==> config.mk <==
export PLATFORM = sky130hd
export DESIGN_NAME = rgbw_srx
export DESIGN_NICKNAME = d
export VERILOG_FILES = /design/src/rtl/rgbw_srx.sv
export SDC_FILE = /design/constraint.sdc
export NUM_CORES = 1
export LEC_CHECK = 0
export BUFFER_PORTS_ARGS = -buffer_cell sky130_fd_sc_hd__buf_2
export CORE_ASPECT_RATIO = 0.6
export CORE_UTILIZATION = 45
export CTS_CLUSTER_DIAMETER = 100
export DETAILED_ROUTE_END_ITERATION = 8
export PLACE_DENSITY = 0.61
export SLEW_MARGIN = 25
export SYNTH_ARGS = -nofsm -noshare
export SYNTH_HDL_FRONTEND = slang
export SYNTH_SLANG_ARGS = --single-unit
==> constraint.sdc <==
create_clock -name clk -period 2.8 [get_ports clk]
set_input_delay 0.28 -clock clk [delete_from_list [all_inputs] [get_ports clk]]
set_output_delay 0.28 -clock clk [all_outputs]
set_load 0.01 [all_outputs]
==> src/rtl/rgbw_srx.sv <==
`timescale 1ns/1ps
`default_nettype none
// ============================================================================
// Module   : rgbw_srx
// Purpose  : SK6812 RGBW single-wire stream receiver. Measures high/low pulse
//            widths of the synchronised input, decodes MSB-first 32-bit words,
//            and flags stream resets (long low) and malformed frames
//            (partial word at a stream reset, or a stuck-high line).
// Ports    : clk              system clock (96 MHz nominal)
//            rst              asynchronous active-low reset
//            sig              asynchronous serial RGBW input
//            out_word         last completed word, MSB = first bit received
//            out_strobe       1-cycle pulse, out_word newly valid
//            out_stream_reset 1-cycle pulse, stream reset detected
//            out_frame_error  1-cycle pulse, partial word dropped / stuck high
//            out_word_count   words since last stream reset, saturating
// Revision : 1.0 - initial release
// ============================================================================
module rgbw_srx #(
  parameter int SAMPLE_TIME_CLKS  = 30,
  parameter int MIN_HIGH_CLKS     = 4,
  parameter int STREAM_RESET_CLKS = 4800,
  parameter int MAX_HIGH_CLKS     = 120,
  parameter int COUNTER_MAX       = 7800
) (
  input  logic        clk,
  input  logic        rst,
  input  logic        sig,
  output logic [31:0] out_word,
  output logic        out_strobe,
  output logic        out_stream_reset,
  output logic        out_frame_error,
  output logic [15:0] out_word_count
);

  localparam int                 c_cnt_w    = $clog2(COUNTER_MAX + 1);
  localparam logic [c_cnt_w-1:0] c_cnt_max  = c_cnt_w'(COUNTER_MAX);
  localparam logic [c_cnt_w-1:0] c_sample   = c_cnt_w'(SAMPLE_TIME_CLKS);
  localparam logic [c_cnt_w-1:0] c_min_high = c_cnt_w'(MIN_HIGH_CLKS);
  localparam logic [c_cnt_w-1:0] c_max_high = c_cnt_w'(MAX_HIGH_CLKS);
  localparam logic [c_cnt_w-1:0] c_sreset   = c_cnt_w'(STREAM_RESET_CLKS);
  localparam logic [c_cnt_w-1:0] c_cnt_one  = c_cnt_w'(1);

  typedef enum logic [1:0] {
    S_SYNC_WAIT = 2'd0,
    S_IDLE      = 2'd1,
    S_HIGH      = 2'd2,
    S_LOW       = 2'd3
  } state_t;

  state_t             r_state;
  state_t             w_next;
  logic               r_sync1;
  logic               r_sig_s;
  logic               r_sig_prev;
  logic [c_cnt_w-1:0] r_cnt;
  logic [31:0]        r_shift;
  logic [31:0]        r_word;
  logic [4:0]         r_bits;
  logic [15:0]        r_wcount;
  logic               r_strobe;
  logic               r_sreset;
  logic               r_ferr;

  logic               w_rise;
  logic               w_fall;
  logic               w_low_done;
  logic               w_stuck;
  logic               w_bit;
  logic               w_shift_en;
  logic               w_clear_bits;
  logic               w_sreset;
  logic               w_ferr;
  logic               w_complete;
  logic [31:0]        w_shifted;

  // r_cnt always describes the level held in r_sig_prev: the number of
  // consecutive cycles that level lasted up to the previous cycle. On an edge
  // of r_sig_s it therefore still holds the full width of the pulse just ended.
  assign w_rise     = r_sig_s & ~r_sig_prev;
  assign w_fall     = ~r_sig_s & r_sig_prev;
  // r_cnt steps through the threshold once per low period (it saturates far
  // above it), so this fires exactly once however long the line stays low.
  assign w_low_done = ~r_sig_prev && (r_cnt == c_sreset);
  assign w_stuck    = r_sig_prev && (r_cnt >= c_max_high);
  assign w_bit      = (r_cnt >= c_sample);
  assign w_shifted  = {r_shift[30:0], w_bit};
  assign w_complete = w_shift_en && (r_bits == 5'd31);

  // Synchroniser and width counter. The line is treated as high during
  // reset, so a low seen after release is timed exactly like a falling edge.
  always_ff @(posedge clk or negedge rst) begin
    if (!rst) begin
      r_sync1    <= 1'b1;
      r_sig_s    <= 1'b1;
      r_sig_prev <= 1'b1;
      r_cnt      <= '0;
    end else begin
      r_sync1    <= sig;
      r_sig_s    <= r_sync1;
      r_sig_prev <= r_sig_s;
      if (r_sig_s != r_sig_prev) begin
        r_cnt <= c_cnt_one;
      end else if (r_cnt != c_cnt_max) begin
        r_cnt <= r_cnt + c_cnt_one;
      end
    end
  end

  always_ff @(posedge clk or negedge rst) begin
    if (!rst) begin
      r_state <= S_SYNC_WAIT;
    end else begin
      r_state <= w_next;
    end
  end

  always_comb begin
    w_next       = r_state;
    w_shift_en   = 1'b0;
    w_clear_bits = 1'b0;
    w_sreset     = 1'b0;
    w_ferr       = 1'b0;
    case (r_state)
      S_SYNC_WAIT: begin
        if (w_low_done) begin
          w_sreset = 1'b1;
          w_next   = w_rise ? S_HIGH : S_IDLE;
        end
      end
      S_IDLE: begin
        if (w_rise) begin
          w_next = S_HIGH;
        end
      end
      S_HIGH: begin
        if (w_stuck) begin
          w_ferr       = 1'b1;
          w_clear_bits = 1'b1;
          w_next       = S_SYNC_WAIT;
        end else if (w_fall) begin
          // Pulses shorter than the glitch limit leave the word untouched.
          w_shift_en = (r_cnt >= c_min_high);
          w_next     = S_LOW;
        end
      end
      S_LOW: begin
        // The stream-reset test goes first so a rise landing on the very
        // cycle the low period qualifies does not swallow the reset.
        if (w_low_done) begin
          w_sreset     = 1'b1;
          w_ferr       = (r_bits != 5'd0);
          w_clear_bits = 1'b1;
          w_next       = w_rise ? S_HIGH : S_IDLE;
        end else if (w_rise) begin
          w_next = S_HIGH;
        end
      end
      default: w_next = S_SYNC_WAIT;
    endcase
  end

  always_ff @(posedge clk or negedge rst) begin
    if (!rst) begin
      r_shift  <= '0;
      r_bits   <= '0;
      r_word   <= '0;
      r_wcount <= '0;
      r_strobe <= 1'b0;
      r_sreset <= 1'b0;
      r_ferr   <= 1'b0;
    end else begin
      r_strobe <= w_complete;
      r_sreset <= w_sreset;
      r_ferr   <= w_ferr;
      if (w_clear_bits) begin
        r_bits <= '0;
      end else if (w_shift_en) begin
        r_shift <= w_shifted;
        r_bits  <= w_complete ? 5'd0 : r_bits + 5'd1;
      end
      if (w_complete) begin
        r_word <= w_shifted;
      end
      if (w_sreset) begin
        r_wcount <= '0;
      end else if (w_complete && (r_wcount != 16'hFFFF)) begin
        r_wcount <= r_wcount + 16'd1;
      end
    end
  end

  assign out_word         = r_word;
  assign out_strobe       = r_strobe;
  assign out_stream_reset = r_sreset;
  assign out_frame_error  = r_ferr;
  assign out_word_count   = r_wcount;

endmodule
`default_nettype wire

==> flow_summary.json <==
{
  "total_leakage_power_nw": 2.87,
  "worst-r2r-setup-slack_ns": 0.36,
  "asyncSetResetFlopFracSynth_pct": 100,
  "synthDistinctLibCells": 55,
  "die-area_um2": 11300,
  "wl_met3_um": 506,
  "synthToLayoutAreaGrowth_pct": 13.9,
  "setup_viol_count_final": 0,
  "clock_transition_time_at_the_flip_flop_clock_pins_of_the_worst_setup_and_hold_paths_ns": 0.07,
  "netlist_area_um2": 4900,
  "worstPathArrival_ns": 2.67,
  "detail_route.wirelength_um": 9740,
  "total_met2_wirelength_after_detailed_routing_um": 3930,
  "routedLengthMet1_um": 5200,
  "cp.buffers_inverters": 1,
  "placed_cells_incl_taps": 628,
  "min-delay-path-class": "in2async",
  "fp.coreArea_um2": 10600,
  "antenna_violating_nets_post_route": 0,
  "maxCapViolCount": 0,
  "drt-initial-drc-count": 252,
  "num_rows": 29,
  "timing.final.crit_share_pct": 87.3,
  "antenna_cells": 0,
  "rsz0062_at_grt": "no",
  "preCtsSetupSlack_ns": 0.382,
  "vdd_drop_max_mv": 0.289,
  "final_nets": 516,
  "timing.critical_path.cells": "or4_1, o311a_1, nand2_2, inv_2, a21oi_1, nor3_1",
  "cts_max_path_buffers": 2,
  "cts_root_buf": "clkbuf_16",
  "worst_skew_pair.late_latency_ns": 0.35,
  "postCtsSetupBuffers": 0,
  "critPathMaxStageDelay_ns": 0.64,
  "cp_data_required_time_ns": 3.03,
  "path_delay_family": "simple AND/OR/NAND/NOR gates",
  "achievable-frequency_ghz": 0.409,
  "die-height_um": 82.8,
  "worstSetupEndpointType": "flop",
  "drc": 0,
  "synth_area_leaders": "dfrtp_1 (52%), mux2_4 (8.6%), nand2_1 (8.3%), ha_1 (3.3%), nand3_1 (1.7%)",
  "hold_viol_final": 25,
  "routed-via-count": 3440,
  "violated_checks": "hold timing",
  "syn_inst": 444,
  "synthTopCellsByCount": "nand2_1 (108), dfrtp_1 (102), mux2_4 (28)",
  "status": "finished, violations left",
  "path_max_fanout": 33,
  "finalClockSkew_ns": 0.00406,
  "number_of_register_bits_inferred_by_synthesis": 105,
  "criticalPathCategory": "reg2reg",
  "worstMarginPinSlew_ns": 0.717,
  "worst_slew_margin_rel_pct": 52.2,
  "dominantRegCellSynth": "dfrtp_1",
  "largest_net_degree_at_the_start_of_global_routing": 56,
  "cts_resized": 0,
  "finish.cell_count_without_fillers": 642,
  "drive_gt1_share_pct": 23.5,
  "synth.yosys.warnings": 0,
  "cts_hold_repair.buffers": 0,
  "top_layer_used": "met4",
  "synth_sequential_area_ratio_pct": 53.7,
  "cp_slowest_cell": "or4_1",
  "yosysMostFrequentCell": "nand2_1",
  "avgSynthCellArea_um2": 11.0,
  "global_route_wire_length_before_repair_um": 16600,
  "finalSetupTns_ns": 0,
  "syn-num-nets": 460,
  "fin_ws_ns": 0.357,
  "grt_overflow": 0,
  "clock_tree.htree_level_count": 3,
  "finalHoldWorstSlack_ns": -0.0116,
  "post-synth-top-area-cell": "dfrtp_1",
  "period_needed_ns": 2.44,
  "fp.dieW_um": 137,
  "port-buffer-count": 53,
  "drv_slew": 0,
  "antenna_found_initial": 0,
  "power_per_cell_area_nw_per_um2": 501,
  "cts_tree": "built",
  "first_global_vias": 3261,
  "global_route.usage.total_pct": 19.1,
  "floorplan.io_pins": 54,
  "drt-wirelength-per-cell_um": 15.2,
  "synth_largest_type_area_fraction_pct": 52.1,
  "viasPerCell": 5.36,
  "dp_hpwl_um": 6730,
  "floorplan.initialDensity_pct": 46.4,
  "place.gp.congestion": 0.861,
  "cts.sinks": 105,
  "drt_pass1_iterations": 4,
  "start_kind": "flop",
  "tritoncts.num_buffers": 9,
  "synth_edf_count": 0
}
-- layout by cell type, fill, tap and decap left out, drive strengths merged, types with 12 or more instances in the layout --
cell type,instances
inv,15
ha,13
o21ai,12
buf,61
nand2,109
nand3,17
mux2,31
dfrtp,102
a21oi,13
-- cell type report --
class	count	area [um2]
fill	917	4980
sequential	105	2630
multi-input combinational	310	2130
timing repair buffer	61	340
clock buffer	9	225
tap	139	174
inverter	13	48.8
clock inverter	5	32.5
-- layer usage --
metal | vias to the layer above | track usage (%)
li1 | 1653 | -
met1 | 1696 | 30.5
met2 | 81 | 24.8
met3 | 10 | 4.82
met4 | 0 | 5.76
met5 | - | 0
-- kinds of logic (layout without fill, tap and decap cells) --
| group | count (synthesis) | count (layout) | synth area share, % |
|---|---|---|---|
| xor+xnor | 13 | 13 | 2.32 |
| flops | 105 | 105 | 53.7 |
| simple gates | 199 | 199 | 20.5 |
| buf+inv | 29 | 88 | 3.01 |
| mux | 32 | 32 | 9.48 |
| compound gates | 53 | 53 | 7.64 |
| fa+ha+maj | 13 | 13 | 3.32 |
-- report_power, final --
group	switching (W)	internal [W]
sequential	0.0000164	0.00153
combinational	0.0000622	0.0000323
clock	0.000558	0.000595
total	0.000637	0.00216
-- state kept, by name, indices dropped and copies added (netlist names) --
register / count
out_strobe: 1
out_frame_error: 1
out_word_count: 16
r_bits: 5
out_stream_reset: 1
r_sig_s: 1
r_sync1: 1
r_shift: 31
r_sig_prev: 1
r_state: 2
out_word: 32
r_cnt: 13
-- worst paths after layout --
kind,from,to,depth (start not counted)
worst max-delay path,r_cnt[8]$_DFFE_PN0P_,out_word_count[2]$_DFFE_PN0P_,6
worst min-delay path,rst,out_word[23]$_DFFE_PN0P_,1
worst max register to register,r_cnt[8]$_DFFE_PN0P_,out_word_count[2]$_DFFE_PN0P_,6
worst min register to register,r_sync1$_DFF_PN1_,r_sig_s$_DFF_PN1_,0
max in group asynchronous,rst,r_sig_s$_DFF_PN1_,2
min in group clk,sig,r_sync1$_DFF_PN1_,1
-- per-stage QoR --
stage	area, um2	power [W]	utilization (%)
after floorplan	4900	0.00162	-
after global routing	5580	0.00292	52.8
after global placement	5320	0.00167	50.4
final	5580	0.00279	52.8
after CTS	5580	0.00283	52.8
after detailed placement	5320	0.00167	50.4
-- worst reg2reg max path, delay by kind of cell (launching register included) --
| family | cells | cell delay (ns) |
|---|---|---|
| buffers and inverters | 1 | 0.27 |
| DFF | 1 | 0.44 |
| AOI/OAI and AO/OA | 2 | 0.68 |
| and+or+nand+nor | 3 | 0.94 |
(Power assumes the default switching activity.)
